<file path="config.mk">
export PLATFORM = sky130hd
export DESIGN_NAME = mac_kbd_device
export DESIGN_NICKNAME = d
export VERILOG_FILES = /design/src/rtl/mac_kbd_device.sv
export SDC_FILE = /design/constraint.sdc
export NUM_CORES = 1
export LEC_CHECK = 0
export CORE_ASPECT_RATIO = 2
export CORE_MARGIN = 8
export CORE_UTILIZATION = 55
export CTS_CLUSTER_DIAMETER = 40
export CTS_CLUSTER_SIZE = 8
export DETAILED_ROUTE_END_ITERATION = 7
export PLACE_DENSITY = 0.73
export SYNTH_ARGS = -nofsm -noshare
export SYNTH_HDL_FRONTEND = slang
export SYNTH_SLANG_ARGS = --single-unit
export TNS_END_PERCENT = 50
</file>
<file path="constraint.sdc">
create_clock -name clk32 -period 6.62 [get_ports clk32]
set_input_delay 1.986 -clock clk32 [delete_from_list [all_inputs] [get_ports clk32]]
set_output_delay 1.986 -clock clk32 [all_outputs]
set_load 0.05 [all_outputs]
</file>
<file path="src/rtl/mac_kbd_device.sv">
// Mac Plus keyboard endpoint: clocks in one command byte from the VIA, answers with one response byte.
// Latency: 1 tick from the 8th command bit to the response decision; 1 tick from data-high to the first response fall.
// Backpressure: none; key codes arriving while the FIFO is full are dropped, Inquiry stalls in WAIT_KEY.
//
// Ports: clk32/_systemReset (async active-low), clk8_en_p timing enable,
//   kbd_dat_i resolved data line, kbd_clk_o/kbd_dat_o/kbd_dat_oe keyboard line drive,
//   key_strobe/key_code key events in, cmd_strobe/cmd_byte received command, busy (not IDLE).
module mac_kbd_device #(
  parameter int         HALF_CYCLE  = 1300,
  parameter int         INQ_TIMEOUT = 2000000,
  parameter logic [7:0] MODEL_ID    = 8'h0B,
  parameter int         FIFO_DEPTH  = 8
) (
  input  logic       clk32,
  input  logic       _systemReset,
  input  logic       clk8_en_p,
  input  logic       kbd_dat_i,
  output logic       kbd_clk_o,
  output logic       kbd_dat_o,
  output logic       kbd_dat_oe,
  input  logic       key_strobe,
  input  logic [7:0] key_code,
  output logic       cmd_strobe,
  output logic [7:0] cmd_byte,
  output logic       busy
);

  localparam int HALF_W = ($clog2(HALF_CYCLE) > 11) ? $clog2(HALF_CYCLE) : 11;
  localparam int TO_W   = ($clog2(INQ_TIMEOUT) > 21) ? $clog2(INQ_TIMEOUT) : 21;
  localparam int AW     = $clog2(FIFO_DEPTH);

  typedef enum logic [2:0] {
    IDLE, CMD_LO, CMD_HI, WAIT_KEY, WAIT_RDY, RSP_LO, RSP_HI, RSP_END
  } stateT;

  stateT             state, stateNext;
  logic [HALF_W-1:0] halfCnt;
  logic [TO_W-1:0]   timeoutCnt;
  logic [2:0]        bitCnt;
  logic [7:0]        cmdShift;
  logic [7:0]        rspShift;
  logic              fromFifo;
  logic              lowSeen;

  logic [7:0]        fifoMem [FIFO_DEPTH];
  logic [AW:0]       wrPtr, rdPtr;
  logic              fifoEmpty, fifoFull, fifoPush, fifoPop;
  logic [7:0]        fifoHead;

  logic              halfDone, cmdEnd, timeoutHit, keyArrive;
  logic [7:0]        keyVal;
  logic [7:0]        decRsp;
  logic              decFromFifo, decWait, decFlush;

  assign fifoEmpty = (wrPtr == rdPtr);
  assign fifoFull  = (wrPtr[AW] != rdPtr[AW]) && (wrPtr[AW-1:0] == rdPtr[AW-1:0]);
  assign fifoHead  = fifoMem[rdPtr[AW-1:0]];
  assign fifoPush  = key_strobe && !fifoFull;
  assign fifoPop   = (state == RSP_END) && fromFifo;

  assign halfDone   = clk8_en_p && (halfCnt == HALF_W'(HALF_CYCLE - 1));
  assign cmdEnd     = (state == CMD_HI) && halfDone && (bitCnt == 3'd7);
  assign timeoutHit = clk8_en_p && (timeoutCnt == TO_W'(INQ_TIMEOUT - 1));
  // A strobe this cycle is being pushed into an empty FIFO, so its code is what
  // the head will hold; a non-empty FIFO covers a key that landed during decode.
  assign keyArrive  = key_strobe || !fifoEmpty;
  assign keyVal     = fifoEmpty ? key_code : fifoHead;

  // Command decode, evaluated on the fully shifted command byte.
  always_comb begin
    decRsp      = 8'h77;
    decFromFifo = 1'b0;
    decWait     = 1'b0;
    decFlush    = 1'b0;
    case (cmdShift)
      8'h10: begin
        if (fifoEmpty) decWait = 1'b1;
        else begin decRsp = fifoHead; decFromFifo = 1'b1; end
      end
      8'h14: begin
        if (fifoEmpty) decRsp = 8'h7B;
        else begin decRsp = fifoHead; decFromFifo = 1'b1; end
      end
      8'h16: begin decRsp = MODEL_ID; decFlush = 1'b1; end
      8'h36: decRsp = 8'h7D;
      default: decRsp = 8'h77;
    endcase
  end

  always_ff @(posedge clk32 or negedge _systemReset) begin
    if (!_systemReset) state <= IDLE;
    else               state <= stateNext;
  end

  always_comb begin
    stateNext = state;
    case (state)
      IDLE:     if (clk8_en_p && !kbd_dat_i && lowSeen) stateNext = CMD_LO;
      CMD_LO:   if (halfDone) stateNext = CMD_HI;
      CMD_HI:   if (halfDone) stateNext = (bitCnt == 3'd7) ? (decWait ? WAIT_KEY : WAIT_RDY) : CMD_LO;
      WAIT_KEY: if (keyArrive || timeoutHit) stateNext = WAIT_RDY;
      WAIT_RDY: if (clk8_en_p && kbd_dat_i) stateNext = RSP_LO;
      RSP_LO:   if (halfDone) stateNext = RSP_HI;
      RSP_HI:   if (halfDone) stateNext = (bitCnt == 3'd7) ? RSP_END : RSP_LO;
      RSP_END:  stateNext = IDLE;
      default:  stateNext = IDLE;
    endcase
  end

  always_comb begin
    kbd_clk_o  = !((state == CMD_LO) || (state == RSP_LO));
    kbd_dat_oe = (state == RSP_LO) || (state == RSP_HI);
    kbd_dat_o  = kbd_dat_oe ? rspShift[7] : 1'b1;
    busy       = (state != IDLE);
  end

  always_ff @(posedge clk32 or negedge _systemReset) begin
    if (!_systemReset) begin
      halfCnt    <= '0;
      timeoutCnt <= '0;
      bitCnt     <= '0;
      cmdShift   <= '0;
      rspShift   <= '0;
      fromFifo   <= 1'b0;
      lowSeen    <= 1'b0;
      cmd_strobe <= 1'b0;
      cmd_byte   <= 8'h00;
    end else begin
      cmd_strobe <= 1'b0;
      // Half-period counter restarts on every state change.
      if (state != stateNext) halfCnt <= '0;
      else if (clk8_en_p)     halfCnt <= halfCnt + 1'b1;

      if (state == IDLE) begin
        if (clk8_en_p) lowSeen <= !kbd_dat_i;
      end else begin
        lowSeen <= 1'b0;
      end

      case (state)
        IDLE:   bitCnt <= '0;
        CMD_LO: if (halfDone) cmdShift <= {cmdShift[6:0], kbd_dat_i};
        CMD_HI: begin
          if (halfDone) bitCnt <= bitCnt + 1'b1;
          if (cmdEnd) begin
            cmd_strobe <= 1'b1;
            cmd_byte   <= cmdShift;
            rspShift   <= decRsp;
            fromFifo   <= decFromFifo;
            timeoutCnt <= '0;
          end
        end
        WAIT_KEY: begin
          if (clk8_en_p) timeoutCnt <= timeoutCnt + 1'b1;
          if (keyArrive) begin
            rspShift <= keyVal;
            fromFifo <= 1'b1;
          end else if (timeoutHit) begin
            rspShift <= 8'h7B;
            fromFifo <= 1'b0;
          end
        end
        WAIT_RDY: bitCnt <= '0;
        RSP_HI: begin
          if (halfDone) begin
            bitCnt   <= bitCnt + 1'b1;
            rspShift <= {rspShift[6:0], 1'b1};
          end
        end
        default: ;
      endcase
    end
  end

  always_ff @(posedge clk32 or negedge _systemReset) begin
    if (!_systemReset) begin
      wrPtr <= '0;
      rdPtr <= '0;
    end else begin
      if (fifoPush) wrPtr <= wrPtr + 1'b1;
      // Flush only happens at command decode, never in the same cycle as a pop.
      if (cmdEnd && decFlush) rdPtr <= wrPtr;
      else if (fifoPop)       rdPtr <= rdPtr + 1'b1;
    end
  end

  always_ff @(posedge clk32) begin
    if (fifoPush) fifoMem[wrPtr[AW-1:0]] <= key_code;
  end

endmodule

</file>
==> run metrics, run 1 <==
remaining design rule violation count=0; Global Route Usage Sum=0.180; Finish-stage setup viols=0; met3 Usage GRT=0.0430; Yosys cell types=57; type of the worst min-delay path=reg -> reg; DRT iter0 DRCs=roughly 400; height of the die=169 um; detailed-route wire length per cell=about 19 um; fraction of the cycle the final worst path needs=0.684; Final TNS setup=0 ns; crit path max fanout=17; total of fill cells in the finished design=around 850; async set or reset register ratio after synthesis=0.533; CTS HTree Levels=4; routing usage on met1=0.231; number of maximum-capacitance constraint violations=0; WP data required=approximately 4.6 ns; clock transition at the registers of the reported paths=around 0.060 ns; global routing usage on met2=0.289; Worst EP arrival=between 2 and 3 ns; combined area of the multi-input logic cells=roughly 2500 um2; clock network fraction of design power=0.424; Seq cells post-synth=about 140; fraction of layout instances using a drive strength above 1=0.160; number of CTS-inserted buffers=17; Crit Path Class=reg -> out; Post-CTS Hold Buffers=0; TritonCTS clock tree=yes; root buffer cell=sky130_fd_sc_hd__clkbuf_16; synthesized instance count=between 500 and 600; number of enable-type register cells in the synthesized netlist=64; post-detailed-route via-to-cell ratio=slightly below 6; number of antenna violations at the first check in global routing=0; status=finished, final reports clean; launching element type of the critical path=flop; Diodes inserted=0; grt peak-use layer=met2; Area Overhead vs Synth=15.0%; unrepaired setup endpoints after global routing=false; Hold WS=roughly 0.51 ns; post-place instance area=6770 um2; Internal Pwr Total=1.63 mW; Total Power Consumption=between 2 and 2.5 mW; delay of the slowest critical-path stage=just over 0.8 ns; latest clock arrival within the worst-skew pair=between 0.4 and 0.5 ns; power dissipated by switching net loads=approximately 0.58 mW; Syn Nets=around 520; clock sink total=137; post-CTS repair timing setup buffer count=0; static leakage power=2.90 nW; clock skew=0.00704 ns; global-route wire length before repair=about 22 mm; total iterations of the first detailed-routing run=5; maximum frequency from static timing analysis=0.221 GHz; final-report hold violation count=0; effective utilization at floorplan=0.554; Sequential Area=3750 um2; Die Span X=92.3 um; largest net degree at the start of global routing=74; number of top-level pins=26; crit path cell chain=nor2b_1 > o21a_1 > clkdlybuf4s50_1; sequential-to-total area share from yosys stat=0.586; post-synth design cell area=approximately 6400 um2; sequential fraction of design power=0.471; final design area excluding fillers=7360 um2; total vias in the final route=between 4k and 5k; placer congestion estimate=0.828; category of cells accounting for the largest share of critical-path delay=buffers and inverters; estimated wirelength of the detail-placed design=~8.5 mm; CTS Buffer Depth=2; wirelength, routed=13.3 mm; area of the placeable core=between 10000 and 15000 um2; max-slew violation count=0; antenna-violating nets left=0; number of gates resized after CTS=0; measured slew at the worst slew-check pin=approximately 1.1 ns; vias in the first global route=roughly 4.2k; power per unit of standard cell area=between 300 and 400 nW/um2; Worst VDD drop=between 200 and 250 uV; IO Port Bufs=25; overall die area=between 15000 and 20000 um2; Max-Slew Margin vs Limit=0.280; share of total power consumed by net switching=0.262; final critical-path required period=roughly 4.5 ns; mean cell area of the mapped netlist=approximately 13 um2; number of warnings reported in the yosys synthesis log=0; type of destination of the critical path=output port; ys flop type=sky130_fd_sc_hd__dfrtp_1; grt ovf=0; part of the power in combinational logic=0.105; count of standard-cell rows=between 50 and 60; number of buffer and inverter instances along the worst setup path=1; cell with the largest stage delay on the worst path=sky130_fd_sc_hd__clkdlybuf4s50_1; count of nets after finishing=550
-- worst paths after layout --
kind	start	end	slack, ns	cells past startpoint
min in group asynchronous	_systemReset	rspShift[5]$_DFFE_PN0P_	1.68	1
worst min register to register	rspShift[7]$_DFFE_PN0P_	rspShift[7]$_DFFE_PN0P_	0.51	1
worst min-delay path	rspShift[7]$_DFFE_PN0P_	rspShift[7]$_DFFE_PN0P_	0.51	1
worst max-delay path	state[0]$_DFF_PN0_	kbd_dat_oe	2.09	3
max in group asynchronous	_systemReset	rdPtr[1]$_DFFE_PN0P_	4.32	1
worst max register to register	rdPtr[0]$_DFFE_PN0P_	halfCnt[8]$_DFFE_PN0P_	3.42	6
-- cell type report --
cell class              count  share of cell area
repair buffers             31              0.0398
clock inverters            15              0.0228
well taps                 145              0.0246
clock buffers              17              0.0578
inverters                   9             0.00459
multi-input cells         335               0.341
flip-flops and latches    137               0.509
-- worst reg2reg max path, stage by stage, from the launching register on --
cell	delay [ns]
sky130_fd_sc_hd__dfrtp_1	0.98
sky130_fd_sc_hd__xnor2_1	0.24
sky130_fd_sc_hd__nand4_1	0.33
sky130_fd_sc_hd__nor4_1	0.63
sky130_fd_sc_hd__o21ai_0	0.35
sky130_fd_sc_hd__a22oi_4	0.41
sky130_fd_sc_hd__nor3_1	0.09
-- routing by layer --
metal  routed length (um)  vias to the layer above
met5                    0                        -
met4                  251                        0
met3                  528                       24
met2                 6640                       96
met1                 5870                     2043
li1                     -                     1939
-- Yosys cell counts (4+ instances only) --
| cell | count | area [um2] |
|---|---|---|
| sky130_fd_sc_hd__nor3_1 | 15 | 75.1 |
| sky130_fd_sc_hd__mux4_2 | 14 | 315 |
| sky130_fd_sc_hd__a211oi_1 | 6 | 45.0 |
| sky130_fd_sc_hd__nand4_1 | 5 | 31.3 |
| sky130_fd_sc_hd__xor2_1 | 19 | 166 |
| sky130_fd_sc_hd__mux2_2 | 28 | 315 |
| sky130_fd_sc_hd__buf_2 | 9 | 45.0 |
| sky130_fd_sc_hd__nand2b_1 | 5 | 31.3 |
| sky130_fd_sc_hd__and3_1 | 9 | 56.3 |
| sky130_fd_sc_hd__a21oi_1 | 17 | 85.1 |
| sky130_fd_sc_hd__nor2b_1 | 4 | 25.0 |
| sky130_fd_sc_hd__nand2_1 | 27 | 101 |
| sky130_fd_sc_hd__xnor2_1 | 19 | 166 |
| sky130_fd_sc_hd__nor4b_1 | 4 | 35.0 |
| sky130_fd_sc_hd__o21ai_0 | 17 | 85.1 |
| sky130_fd_sc_hd__nand3_1 | 23 | 115 |
| sky130_fd_sc_hd__nor3b_1 | 4 | 30.0 |
| sky130_fd_sc_hd__a22o_1 | 6 | 52.6 |
| sky130_fd_sc_hd__inv_1 | 9 | 33.8 |
| sky130_fd_sc_hd__edfxtp_1 | 64 | 1920 |
| sky130_fd_sc_hd__ha_1 | 6 | 75.1 |
| sky130_fd_sc_hd__dfrtp_1 | 73 | 1830 |
| sky130_fd_sc_hd__mux2i_1 | 11 | 110 |
| sky130_fd_sc_hd__and4_1 | 5 | 43.8 |
| sky130_fd_sc_hd__and2_1 | 5 | 31.3 |
| sky130_fd_sc_hd__clkbuf_1 | 8 | 30.0 |
| sky130_fd_sc_hd__nor2_1 | 44 | 165 |
-- power by group through the flow --
stage               combinational [mW]  clock, mW  sequential [mW]
detailed placement               0.234          0             1.06
global placement                 0.224          0             1.05
floorplan                        0.176          0             1.02
global route                     0.258      0.983             1.05
finish                           0.232      0.940             1.04
CTS                              0.235      0.951             1.04
-- per-stage QoR --
stage               worst slack, ns   util  instances
floorplan                      2.87      -        504
global placement               2.18  0.585        657
detailed placement             2.08  0.585        657
CTS                            2.12  0.637        689
global route                   2.01  0.637        689
finish                         2.09  0.637        689
-- placed cells by master, fill, tap and decap left out, types with 4 or more instances in the layout --
master	count
sky130_fd_sc_hd__a211oi_1	6
sky130_fd_sc_hd__a21oi_1	17
sky130_fd_sc_hd__a22o_1	6
sky130_fd_sc_hd__and2_1	5
sky130_fd_sc_hd__and3_1	9
sky130_fd_sc_hd__and4_1	5
sky130_fd_sc_hd__buf_4	7
sky130_fd_sc_hd__clkbuf_16	17
sky130_fd_sc_hd__clkdlybuf4s50_1	24
sky130_fd_sc_hd__clkinv_4	5
sky130_fd_sc_hd__dfrtp_1	73
sky130_fd_sc_hd__edfxtp_1	64
sky130_fd_sc_hd__ha_1	6
sky130_fd_sc_hd__inv_1	9
sky130_fd_sc_hd__mux2_2	28
sky130_fd_sc_hd__mux2i_1	11
sky130_fd_sc_hd__mux4_2	14
sky130_fd_sc_hd__nand2_1	27
sky130_fd_sc_hd__nand2b_1	5
sky130_fd_sc_hd__nand3_1	23
sky130_fd_sc_hd__nand4_1	5
sky130_fd_sc_hd__nor2_1	44
sky130_fd_sc_hd__nor2b_1	4
sky130_fd_sc_hd__nor3_1	15
sky130_fd_sc_hd__nor4b_1	4
sky130_fd_sc_hd__o21ai_0	17
sky130_fd_sc_hd__xnor2_1	19
sky130_fd_sc_hd__xor2_1	19
-- flip-flops by register name (all words and copies together) (netlist names) --
signal / flops
timeoutCnt: 21
fifoMem: 64
rspShift: 8
cmdShift: 8
cmd_strobe: 1
lowSeen: 1
rdPtr: 4
cmd_byte: 8
state: 3
halfCnt: 11
wrPtr: 4
fromFifo: 1
bitCnt: 3
-- kinds of logic after synthesis --
logic type | Yosys count | synth area share
xor gates and xnor gates | 38 | 0.0520
AOI/OAI and AO/OA | 70 | 0.0735
buffers and inverters | 32 | 0.0229
adders and majority gates | 6 | 0.0117
muxes | 53 | 0.116
and+or+nand+nor | 168 | 0.139
DFF | 137 | 0.586
(Power assumes the default switching activity.)
==> run 2: changes to the inputs <==
clock period = 4.45 ns   (was 6.62 ns; I/O delays follow)
==> run 2 against run 1 <==
- non-clock buffer count is 6 higher
- clock power rose by 46%
- count of clock-buffer cells in the layout up 6
- sequential share of layout area decreased by 0.23 points
- global-route usage rose by 0.19 points
- combinational power is 52% higher
- first-iteration DRC count down 9.8%
- largest cell class unchanged
==> run metrics, run 2 (synthesis results as in run 1) <==
CTS Buffer Depth=2 (unchanged); number of CTS-inserted buffers=17 (unchanged); post-place instance area=6810 um2 (+0.59%); max-slew violation count=0 (unchanged); worst setup slack for register-to-register paths=1.37 ns (-2.05 ns); measured slew at the worst slew-check pin=0.966 ns (-0.110 ns); number of top-level pins=26 (unchanged); grt ovf=0 (unchanged); effective utilization at floorplan=0.554 (unchanged); unrepaired setup endpoints after global routing=false; area of the placeable core=11600 um2 (unchanged); number of maximum-capacitance constraint violations=0 (unchanged); antenna-violating nets left=0 (unchanged); delay of the slowest critical-path stage=0.81 ns (about the same); clock sink total=137 (unchanged); crit path cell chain=nor2b_1 > o21a_1 > clkdlybuf4s50_1; placer congestion estimate=0.846 (+2.2%); final critical-path required period=between 3 and 4 ns; category of cells accounting for the largest share of critical-path delay=buffers and inverters; largest net degree at the start of global routing=74 (unchanged); vias in the first global route=4116 (-1.8%); total vias in the final route=4056 (-1.1%); post-CTS repair timing setup buffer count=0 (unchanged); TritonCTS clock tree=yes; clock transition at the registers of the reported paths=0.05 ns (about the same); root buffer cell=sky130_fd_sc_hd__clkbuf_16; Sequential Area=3750 um2 (unchanged); combined area of the multi-input logic cells=2510 um2 (-0.20%); overall die area=15600 um2 (unchanged); commonest non-fill, non-tap cell in the layout=sky130_fd_sc_hd__dfrtp_1; final design area excluding fillers=7390 um2 (+0.46%); count of standard-cell rows=56 (unchanged); number of gates resized after CTS=0 (unchanged); Final TNS setup=0 ns (unchanged); detailed-route wire length per cell=19.1 um (-0.80%); Global Route Usage Sum=0.182 (+0.00194); number of buffer and inverter instances along the worst setup path=1 (unchanged); Diodes inserted=0 (unchanged); worst r2r src=rdPtr[1]$_DFFE_PN0P_; fraction of the cycle the final worst path needs=0.856; DRT iter0 DRCs=351 (-9.8%); Finish-stage setup viols=0 (unchanged); global-route wire length before repair=21.9 mm (+0.70%); Crit Path Class=reg -> out; Worst EP arrival=2.47 ns (-0.07 ns); wirelength, routed=13.3 mm (about the same); type of destination of the critical path=output port; Area Overhead vs Synth=15.5%; crit path max fanout=17 (unchanged); remaining design rule violation count=0 (unchanged); static leakage power=2.93 nW (+1.1%); Max-Slew Margin vs Limit=0.356 (+0.0761); cell with the largest stage delay on the worst path=sky130_fd_sc_hd__clkdlybuf4s50_1; total iterations of the first detailed-routing run=4 (-1); number of antenna violations at the first check in global routing=0 (unchanged); final-report hold violation count=0 (unchanged); latest clock arrival within the worst-skew pair=0.42 ns (about the same); status=finished, final reports clean; power per unit of standard cell area=442 nW/um2 (+47%); height of the die=169 um (unchanged); count of nets after finishing=556 (+1.1%); smallest setup slack after layout=0.643 ns (-1.45 ns); fraction of layout instances using a drive strength above 1=0.164 (+0.00371); Place WS=0.907 ns (-1.17 ns); CTS HTree Levels=4 (unchanged); post-detailed-route via-to-cell ratio=5.84 (-2.0%); WP data required=3.12 ns (-1.51 ns); launching element type of the critical path=flop; most frequent cells in the layout=sky130_fd_sc_hd__dfrtp_1 (73), sky130_fd_sc_hd__edfxtp_1 (64), sky130_fd_sc_hd__nor2_1 (44); Post-CTS Hold Buffers=0 (unchanged); Die Span X=92.3 um (unchanged); startpoint of the most critical setup path=state[0]$_DFF_PN0_; flip-flop count of the largest register after layout=64 (unchanged); maximum frequency from static timing analysis=~0.26 GHz; total of fill cells in the finished design=846 (-0.24%); HP Start=rspShift[7]$_DFFE_PN0P_; clock skew=0.00860 ns (+0.00156 ns); estimated wirelength of the detail-placed design=8.73 mm (+3.3%); Worst VDD drop=327 uV (+40%); IO Port Bufs=25 (unchanged); type of the worst min-delay path=reg -> reg
-- run 2: cell count changes in the layout (fill, tap and decap cells not counted) --
cell | before | now
sky130_fd_sc_hd__inv_6 | 3 | 2
sky130_fd_sc_hd__nor3b_2 | 1 | 0
sky130_fd_sc_hd__clkinv_4 | 5 | 0
sky130_fd_sc_hd__buf_4 | 7 | 13
sky130_fd_sc_hd__clkbuf_1 | 0 | 3
sky130_fd_sc_hd__clkinv_2 | 0 | 2
sky130_fd_sc_hd__nor3b_1 | 3 | 4
sky130_fd_sc_hd__clkbuf_8 | 0 | 1
sky130_fd_sc_hd__clkinv_1 | 1 | 0
sky130_fd_sc_hd__bufinv_16 | 2 | 1
sky130_fd_sc_hd__clkbuf_16 | 17 | 19
sky130_fd_sc_hd__inv_4 | 0 | 1
sky130_fd_sc_hd__inv_8 | 1 | 0
-- run 2: path summary, 6_finish.rpt --
check | endpoint | cells after the start
worst max-delay path | kbd_dat_oe | 3
worst min-delay path | rspShift[7]$_DFFE_PN0P_ | 1
worst max register to register | halfCnt[10]$_DFFE_PN0P_ | 6
worst min register to register | rspShift[7]$_DFFE_PN0P_ | 1
max in group asynchronous | halfCnt[7]$_DFFE_PN0P_ | 1
min in group asynchronous | rspShift[4]$_DFFE_PN0P_ | 1
-- run 2: worst register-to-register path, stage by stage, from the launching register on --
cell and delay, ns:
sky130_fd_sc_hd__dfrtp_1 0.97, sky130_fd_sc_hd__xnor2_1 0.24, sky130_fd_sc_hd__nand4_1 0.31, sky130_fd_sc_hd__nor4_1 0.60, sky130_fd_sc_hd__o21ai_0 0.32, sky130_fd_sc_hd__a22oi_4 0.39, sky130_fd_sc_hd__nor3_1 0.10
-- run 2: area by class of cell --
type,count,share of cell area
repair buffers,37,0.0457
flip-flops and latches,137,0.507
well taps,145,0.0245
inverters,9,0.00457
clock buffers,23,0.0677
multi-input cells,335,0.339
clock inverters,9,0.0117
-- run 2: power breakdown --
| group | internal [mW] | switching [mW] | total, mW |
|---|---|---|---|
| Sequential | 1.46 | 0.0936 | 1.55 |
| Clock | 0.852 | 0.514 | 1.37 |
| Combinational | 0.146 | 0.208 | 0.353 |
-- run 2: through the flow --
step / utilization / cells / hold WS, ns / power [mW]
after detailed placement: 0.589 / 663 / 0.491 / 1.93
after CTS: 0.640 / 695 / 0.503 / 3.30
after floorplan: - / 504 / 0.470 / 1.78
after global placement: 0.589 / 663 / 0.487 / 1.91
final: 0.640 / 695 / 0.499 / 3.27
after global routing: 0.640 / 695 / 0.521 / 3.40
-- run 2: routing by layer --
layer | part of all wire | wire (um) | GRT usage | up-vias
met4 | 0.013 | 174 | 0.0629 | 0
met3 | 0.049 | 655 | 0.0453 | 14
met1 | 0.44 | 5840 | 0.244 | 1994
li1 | - | - | - | 1947
met2 | 0.50 | 6620 | 0.281 | 101
met5 | 0 | 0 | 0 | -
==> run 3: changes to the inputs <==
CORE_UTILIZATION = 50   (was 55)
PLACE_DENSITY = 0.68   (was 0.73)
==> run 3 against run 2 <==
- first-iteration DRC count is 40% lower
- global-route usage is 0.91 points lower
- register-to-register slack worse by 0.08 ns
- sequential power hardly changed
- utilization is 5.1 points lower
- critical path depth stayed put
- count of clock-buffer cells in the layout is 6 lower
- largest power group unchanged
==> run metrics, run 3 (synthesis results as in run 1) <==
status=finished, final reports clean; crit path cell chain=nor2b_1 > o21a_1 > clkdlybuf4s50_1; Hold WS=0.507 ns (+0.00794 ns); type of destination of the critical path=output port; DRT iter0 DRCs=211 (-40%); Worst EP arrival=2.48 ns (about the same); most frequent cells in the layout=sky130_fd_sc_hd__dfrtp_1 (73), sky130_fd_sc_hd__edfxtp_1 (64), sky130_fd_sc_hd__nor2_1 (44); fraction of layout instances using a drive strength above 1=0.169 (+0.00545); Die Span X=96.0 um (+4.0%); largest net degree at the start of global routing=74 (unchanged); cell with the largest stage delay on the worst path=sky130_fd_sc_hd__clkdlybuf4s50_1; Sequential Area=3750 um2 (unchanged); WP data required=3.12 ns (about the same); smallest setup slack after layout=0.635 ns (-0.00727 ns); total iterations of the first detailed-routing run=4 (unchanged); unrepaired setup endpoints after global routing=false; Total Power Consumption=3.25 mW (-0.73%); clock transition at the registers of the reported paths=0.06 ns (about the same); Finish-stage setup viols=0 (unchanged); commonest non-fill, non-tap cell in the layout=sky130_fd_sc_hd__dfrtp_1; count of standard-cell rows=58 (+3.6%); Max-Slew Margin vs Limit=0.361 (+0.00499); grt ovf=0 (unchanged); number of top-level pins=26 (unchanged); Place WS=0.918 ns (+0.0112 ns); IO Port Bufs=25 (unchanged); static leakage power=2.93 nW (-0.10%); height of the die=176 um (+4.4%); maximum frequency from static timing analysis=0.262 GHz (-0.19%); number of antenna violations at the first check in global routing=0 (unchanged); Layout Utilization=0.589 (-0.0507); clock skew=0.0196 ns (+0.0110 ns); remaining design rule violation count=0 (unchanged); Area Overhead vs Synth=15.5% (about the same); wirelength, routed=13.6 mm (+2.6%); DP Cell Count=668 (+0.75%); total of fill cells in the finished design=990 (+17%); post-CTS repair timing setup buffer count=0 (unchanged); effective utilization at floorplan=0.510 (-0.0438); fraction of the cycle the final worst path needs=0.857 (+0.00163); post-place instance area=6810 um2 (about the same); crit path max fanout=17 (unchanged); Worst VDD drop=351 uV (+7.3%); clock sink total=137 (unchanged); number of gates resized after CTS=0 (unchanged); combined area of the multi-input logic cells=2510 um2 (unchanged); number of buffer and inverter instances along the worst setup path=1 (unchanged); final critical-path required period=3.81 ns (+0.00727 ns); power per unit of standard cell area=439 nW/um2 (-0.71%); launching element type of the critical path=flop; final-report hold violation count=0 (unchanged); final design area excluding fillers=7390 um2 (about the same); Global Route Usage Sum=0.173 (-0.00913); Final TNS setup=0 ns (unchanged); vias in the first global route=4336 (+5.3%); estimated wirelength of the detail-placed design=9.72 mm (+11%); total vias in the final route=4124 (+1.7%); count of nets after finishing=556 (unchanged); TritonCTS clock tree=yes; post-detailed-route via-to-cell ratio=5.89 (+0.95%); root buffer cell=sky130_fd_sc_hd__clkbuf_16; area of the placeable core=12600 um2 (+8.6%); detailed-route wire length per cell=19.5 um (+1.9%); number of maximum-capacitance constraint violations=0 (unchanged); max-slew violation count=0 (unchanged); CTS Buffer Depth=2 (unchanged); antenna-violating nets left=0 (unchanged); number of CTS-inserted buffers=17 (unchanged); placer congestion estimate=0.890 (+5.3%); CTS HTree Levels=4 (unchanged); worst setup slack for register-to-register paths=1.29 ns (-0.08 ns); latest clock arrival within the worst-skew pair=0.42 ns (about the same); global-route wire length before repair=22.0 mm (+0.51%); category of cells accounting for the largest share of critical-path delay=buffers and inverters; delay of the slowest critical-path stage=0.81 ns (about the same); type of the worst min-delay path=reg -> reg; Post-CTS Hold Buffers=0 (unchanged); Crit Path Class=reg -> out; Layout Cells excl Fill=700 (+0.72%); flip-flop count of the largest register after layout=64 (unchanged); overall die area=16900 um2 (+8.6%); measured slew at the worst slew-check pin=0.959 ns (-0.00749 ns); Diodes inserted=0 (unchanged)
-- run 3: layer usage --
layer  vias up  wire length [um]  track usage
met1      2084              5090        0.174
met5         -                 0            0
met4         0               324       0.0846
met3        21               359       0.0413
met2        73              7870        0.315
li1       1946                 -            -
-- run 3: final timing paths --
path | cells past startpoint | endpoint | from
max | 3 | kbd_dat_oe | state[0]$_DFF_PN0_
min | 1 | cmd_byte[4]$_DFFE_PN0P_ | cmd_byte[4]$_DFFE_PN0P_
max reg2reg | 6 | halfCnt[8]$_DFFE_PN0P_ | rdPtr[1]$_DFFE_PN0P_
min reg2reg | 1 | cmd_byte[4]$_DFFE_PN0P_ | cmd_byte[4]$_DFFE_PN0P_
max in group asynchronous | 1 | rspShift[3]$_DFFE_PN0P_ | _systemReset
min in group asynchronous | 1 | halfCnt[0]$_DFFE_PN0P_ | _systemReset
-- run 3: where the power goes --
part / switching, mW / internal [mW]
Clock: 0.607 / 0.745
Sequential: 0.0872 / 1.46
Combinational: 0.206 / 0.146
-- run 3: worst register-to-register path: cells and delay by family (launching register included) --
| family | cells | cell delay [ns] |
|---|---|---|
| AO/OA/AOI/OAI | 2 | 0.73 |
| XOR/XNOR | 1 | 0.24 |
| flip-flops | 1 | 0.97 |
| AND/OR/NAND/NOR | 3 | 1.08 |
-- run 3: cell type report --
cell class              count  share of cell area
flip-flops and latches    137               0.507
multi-input cells         335               0.339
clock buffers              17              0.0575
repair buffers             37              0.0457
well taps                 150              0.0254
clock inverters            15              0.0208
inverters                   9             0.00457
==> variant 1: new RTL, config.mk and constraints of run 1 <==
Change the parameter `FIFO_DEPTH` from 8 to 16.
--- a/src/rtl/mac_kbd_device.sv
+++ b/src/rtl/mac_kbd_device.sv
@@ -9,7 +9,7 @@
   parameter int         HALF_CYCLE  = 1300,
   parameter int         INQ_TIMEOUT = 2000000,
   parameter logic [7:0] MODEL_ID    = 8'h0B,
-  parameter int         FIFO_DEPTH  = 8
+  parameter int         FIFO_DEPTH  = 16
 ) (
   input  logic       clk32,
   input  logic       _systemReset,
Function: same outputs for any inputs over 10 cycles, from zero or initial values and one cycle with _systemReset low; that may be too few to reach the edited logic, so the function may still have changed.
==> variant 1 against run 1 <==
Count of clock-buffer cells in the layout is 31 higher; cell area is 40% higher; sequential share of layout area is 4.7 points higher; largest cell class unchanged; clock power is 40% higher; clock skew is 0.0057 ns higher; worst setup slack worse by 0.22 ns; hold slack worse by 0.036 ns; total power is 47% higher; maximum frequency is 4.7% lower; sequential cell count is 66 higher; first-iteration DRC count is 29% lower; wire length is 49% higher; critical endpoint is now halfCnt[10]$_DFFE_PN0P_; area after synthesis is 41% higher; largest power group unchanged.
==> variant 1: results (changes against run 1) <==
| Metric | Value |
|---|---|
| Outcome | `finished, final reports clean (unchanged)` |
| Lkg Pwr | `3.84 nW (was 2.90 nW)` |
| GRT Total Usage | `19.3% (was 18.0%)` |
| Via Count | `5573 (was 4102)` |
| Post-synth top cells | `128 x edfxtp_1, 75 x dfrtp_1, 58 x nand2_1, 51 x nor2_1, 29 x mux4_2 (was 73 x dfrtp_1, 64 x edfxtp_1, 44 x nor2_1, 28 x mux2_2, 27 x nand2_1)` |
| Clock-pin transition on the worst setup and hold timing paths | `roughly 0.05 ns` |
| Maximum VDD drop | `242 uV (was 234 uV)` |
| Skew final | `0.0127 ns (was 0.00704 ns)` |
| Nets | `713 (was 550)` |
| Most area-consuming cells after synthesis | `edfxtp_1 43%, dfrtp_1 21%, mux4_2 7.2%, nand2_1 2.4%, nor2_1 2.1% (was edfxtp_1 30%, dfrtp_1 29%, mux2_2 4.9%, mux4_2 4.9%, xnor2_1 2.6%)` |
| Vias in the first global route | `6098 (was 4191)` |
| Post-synth net total | `683 (was 523)` |
| Largest net degree at the start of global routing | `76 (was 74)` |
| Initial antenna violation count | `0 (unchanged)` |
| Worst min path class | `flop to flop (unchanged)` |
| Async S/R FF share, synth | `36.9% (was 53.3%)` |
| Layout cell share with drive strength beyond 1 | `14.4% (was 16.0%)` |
| Iter 0 DRT Violations | `276 (was 389)` |
| Number of synthesized flops with an enable pin | `128 (was 64)` |
| Seq/Total Area, Yosys | `63.3% (was 58.6%)` |
| N_diodes | `0 (unchanged)` |
| Relative slew margins | `13.5% (was 28.0%)` |
| Yosys cell types | `61 (was 57)` |
| CTS root buf | `clkbuf_16 (unchanged)` |
| Dpl hpwl | `14000 microns (was 8450 microns)` |
| Number of H-tree levels | `1 (was 4)` |
| Arr. time, crit path | `5.08 ns (was 2.54 ns)` |
| Ys Warns | `0 (unchanged)` |
| Hold Vio Cnt, Final | `0 (unchanged)` |
| CTS Buf Count | `29 (was 17)` |
| First drt pass iteration count | `4 (was 5)` |
| GPL Wtd Cong | `0.888 (was 0.828)` |
| First-pass GRT wire length | `31700 microns (was 21700 microns)` |
| Clk Latency, worst-skew pair | `0.52 ns (was 0.42 ns)` |
| Post-CTS setup buffers | `0 (unchanged)` |
| Port Buf Inserts | `25 (unchanged)` |
| Max FFs per register | `128 (was 64)` |
| Final WL | `19800 microns (was 13300 microns)` |
| Post-CTS sizing | `0 (unchanged)` |
| Layout fillers | `1216 (was 848)` |
| Crit path max fanout | `12 (was 17)` |
| Bufs on Longest Clock Path | `3 (was 2)` |
-- variant 1: worst paths after layout --
path	depth (start not counted)	slack, ns	endpoint	from
worst max-delay path	7	1.87	halfCnt[10]$_DFFE_PN0P_	clk8_en_p
worst min-delay path	2	0.47	cmd_byte[3]$_DFFE_PN0P_	cmd_byte[3]$_DFFE_PN0P_
worst max register to register	7	2.86	halfCnt[10]$_DFFE_PN0P_	rdPtr[1]$_DFFE_PN0P_
worst min register to register	2	0.47	cmd_byte[3]$_DFFE_PN0P_	cmd_byte[3]$_DFFE_PN0P_
max in group asynchronous	1	4.37	rdPtr[1]$_DFFE_PN0P_	_systemReset
min in group asynchronous	1	1.61	cmd_byte[6]$_DFFE_PN0P_	_systemReset
-- variant 1: stage by stage --
step | instances | setup WS [ns] | area, sq um | util, % | hold WS, ns
after global placement | 864 | 1.52 | 9460 | 58.4 | 0.457
final | 912 | 1.87 | 10300 | 63.5 | 0.470
after CTS | 912 | 1.86 | 10300 | 63.5 | 0.474
after global routing | 912 | 1.66 | 10300 | 63.5 | 0.504
after floorplan | 661 | 2.88 | 9030 | - | 0.470
after detailed placement | 864 | 1.33 | 9460 | 58.4 | 0.464
-- variant 1: area by class of cell --
class                           instances  area (sq um)  area share, %
Multi-Input combinational cell        414          3140           30.6
Inverter                               12          45.0          0.438
Clock buffer                           48           818           7.96
Timing Repair Buffer                   31           293           2.85
Sequential cell                       203          5720           55.7
Tap cell                              204           255           2.48
-- variant 1: critical path, stage by stage --
cell,delay (ns)
clkdlybuf4s50_1,0.76
nand4b_1,0.21
or3_1,0.53
a32oi_1,0.22
o41ai_1,0.15
o2111ai_1,1.07
a21oi_1,0.14
-- variant 1: cell families (layout without fill, tap and decap cells) --
kind of cell / Yosys count / count (layout) / share of synthesized area (%)
AOI/OAI and AO/OA: 103 / 103 / 7.80
buffers and inverters: 44 / 91 / 2.04
DFF: 203 / 203 / 63.3
and+or+nand+nor: 205 / 205 / 11.2
muxes: 59 / 59 / 10.7
xor gates and xnor gates: 38 / 38 / 3.68
adders and majority gates: 9 / 9 / 1.25
-- variant 1: power by group --
group / internal [mW] / switching, mW
Clock: 0.826 / 0.495
Combinational: 0.130 / 0.242
Sequential: 1.48 / 0.0940
-- variant 1: routing by layer --
layer / vias to the layer above / global-route usage [%] / wire length (microns)
li1: 2546 / - / -
met1: 2822 / 17.8 / 6620
met4: 0 / 11.2 / 1040
met5: - / 0 / 0
met3: 62 / 2.68 / 574
met2: 143 / 38.1 / 11500
==> variant 2: new RTL, flow settings as in run 1 <==
Without the edit above. Encoding of `stateT`: now one-hot (8 bits for 8 states).
--- a/src/rtl/mac_kbd_device.sv
+++ b/src/rtl/mac_kbd_device.sv
@@ -29,8 +29,8 @@
   localparam int TO_W   = ($clog2(INQ_TIMEOUT) > 21) ? $clog2(INQ_TIMEOUT) : 21;
   localparam int AW     = $clog2(FIFO_DEPTH);
 
-  typedef enum logic [2:0] {
-    IDLE, CMD_LO, CMD_HI, WAIT_KEY, WAIT_RDY, RSP_LO, RSP_HI, RSP_END
+  typedef enum logic [7:0] {
+    IDLE = 8'b00000001, CMD_LO = 8'b00000010, CMD_HI = 8'b00000100, WAIT_KEY = 8'b00001000, WAIT_RDY = 8'b00010000, RSP_LO = 8'b00100000, RSP_HI = 8'b01000000, RSP_END = 8'b10000000
   } stateT;
 
   stateT             state, stateNext;
Formal check against the unedited RTL: same outputs for any inputs over 10 cycles, from zero or initial values and one cycle with _systemReset low; not proved beyond that.
==> variant 2 against run 1 <==
Area after synthesis is 4.1% higher; via count is 8.2% higher; cell area is 3.6% higher; sequential cell count rose by 5; worst setup slack got worse by 0.41 ns; combinational power rose by 31%; register-to-register slack worse by 0.04 ns; clock skew increased by 0.00055 ns; cell count is 6.4% higher; wire length grew 3.2%; total power rose by 6.4%; die area up 3.6%.
==> variant 2: results (changes against run 1) <==
| Metric | Value |
|---|---|
| Outcome | `finished, final reports clean (unchanged)` |
| Met3 WL post-DR | `713 microns (was 528 microns)` |
| Tapcells | `147 (was 145)` |
| Vias in the first global route | `4398 (was 4191)` |
| Fraction of area in multi-input gates | `34.6% (was 34.1%)` |
| Dpl cell area | `7020 sq um (was 6770 sq um)` |
| Seq/Total Area, Yosys | `58.1% (was 58.6%)` |
| Min-delay src | `cmd_byte[6]$_DFFE_PN0P_ (was rspShift[7]$_DFFE_PN0P_)` |
| Skew final | `0.00758 ns (was 0.00704 ns)` |
| Async S/R FF share, synth | `54.9% (was 53.3%)` |
| Proportion of cell area occupied by registers | `50.8% (was 50.9%)` |
| Reg2reg end | `rspShift[3]$_DFFE_PN0P_ (was halfCnt[8]$_DFFE_PN0P_)` |
| Smallest hold slack | `0.462 ns (was 0.506 ns)` |
| First drt pass iteration count | `7 (was 5)` |
| Post-synth net total | `568 (was 523)` |
| Yosys cell types | `62 (was 57)` |
| R2R depth | `7 (was 6)` |
| Worst Setup SP | `state[1]$_DFF_PN0_ (was state[0]$_DFF_PN0_)` |
| Setup WS post-layout | `1.68 ns (was 2.09 ns)` |
| Setup slack, reg-to-reg | `3.38 ns (was 3.42 ns)` |
| Hold Path End | `cmd_byte[6]$_DFFE_PN0P_ (was rspShift[7]$_DFFE_PN0P_)` |
| Inverter count | `14 (was 9)` |
| Layout sequential cell count | `142 (was 137)` |
| Layout cell share with drive strength beyond 1 | `12.5% (was 16.0%)` |
| Iter 0 DRT Violations | `356 (was 389)` |
| Worst Tran Pin Value | `1.16 ns (was 1.08 ns)` |
variant 2: changes by cell type in the layout (fill, tap and decap cells not counted), sizes merged, moves of 6 or more:
cell	change
a211oi	-6
a21oi	-6
mux2	-14
nand2	+34
nand4	+6
nor2	+18
nor4	+7
o21ai	-8
xnor2	+11
xor2	-10
variant 2: cells by family (layout without fill, tap and decap cells):
group | after synthesis | count (layout) | share of synthesized area, %
flops | 142 | 142 | 58.1
simple gates | 232 | 232 | 18.4
xor+xnor | 39 | 39 | 5.12
fa+ha+maj | 6 | 6 | 1.13
compound gates | 50 | 50 | 5.12
mux | 44 | 44 | 9.72
buf+inv | 36 | 73 | 2.40
variant 2: critical path: stages (launching register included):
cell	delay, ns
dfrtp_1	0.42
or4_1	0.77
nor2_1	0.20
nand3_1	0.18
nand2_1	0.14
clkdlybuf4s50_1	0.82
variant 2: stage by stage:
stage / util [%] / instances
global placement: 58.6 / 702
finish: 63.7 / 733
global route: 63.7 / 733
CTS: 63.7 / 733
floorplan: - / 549
detailed placement: 58.6 / 702
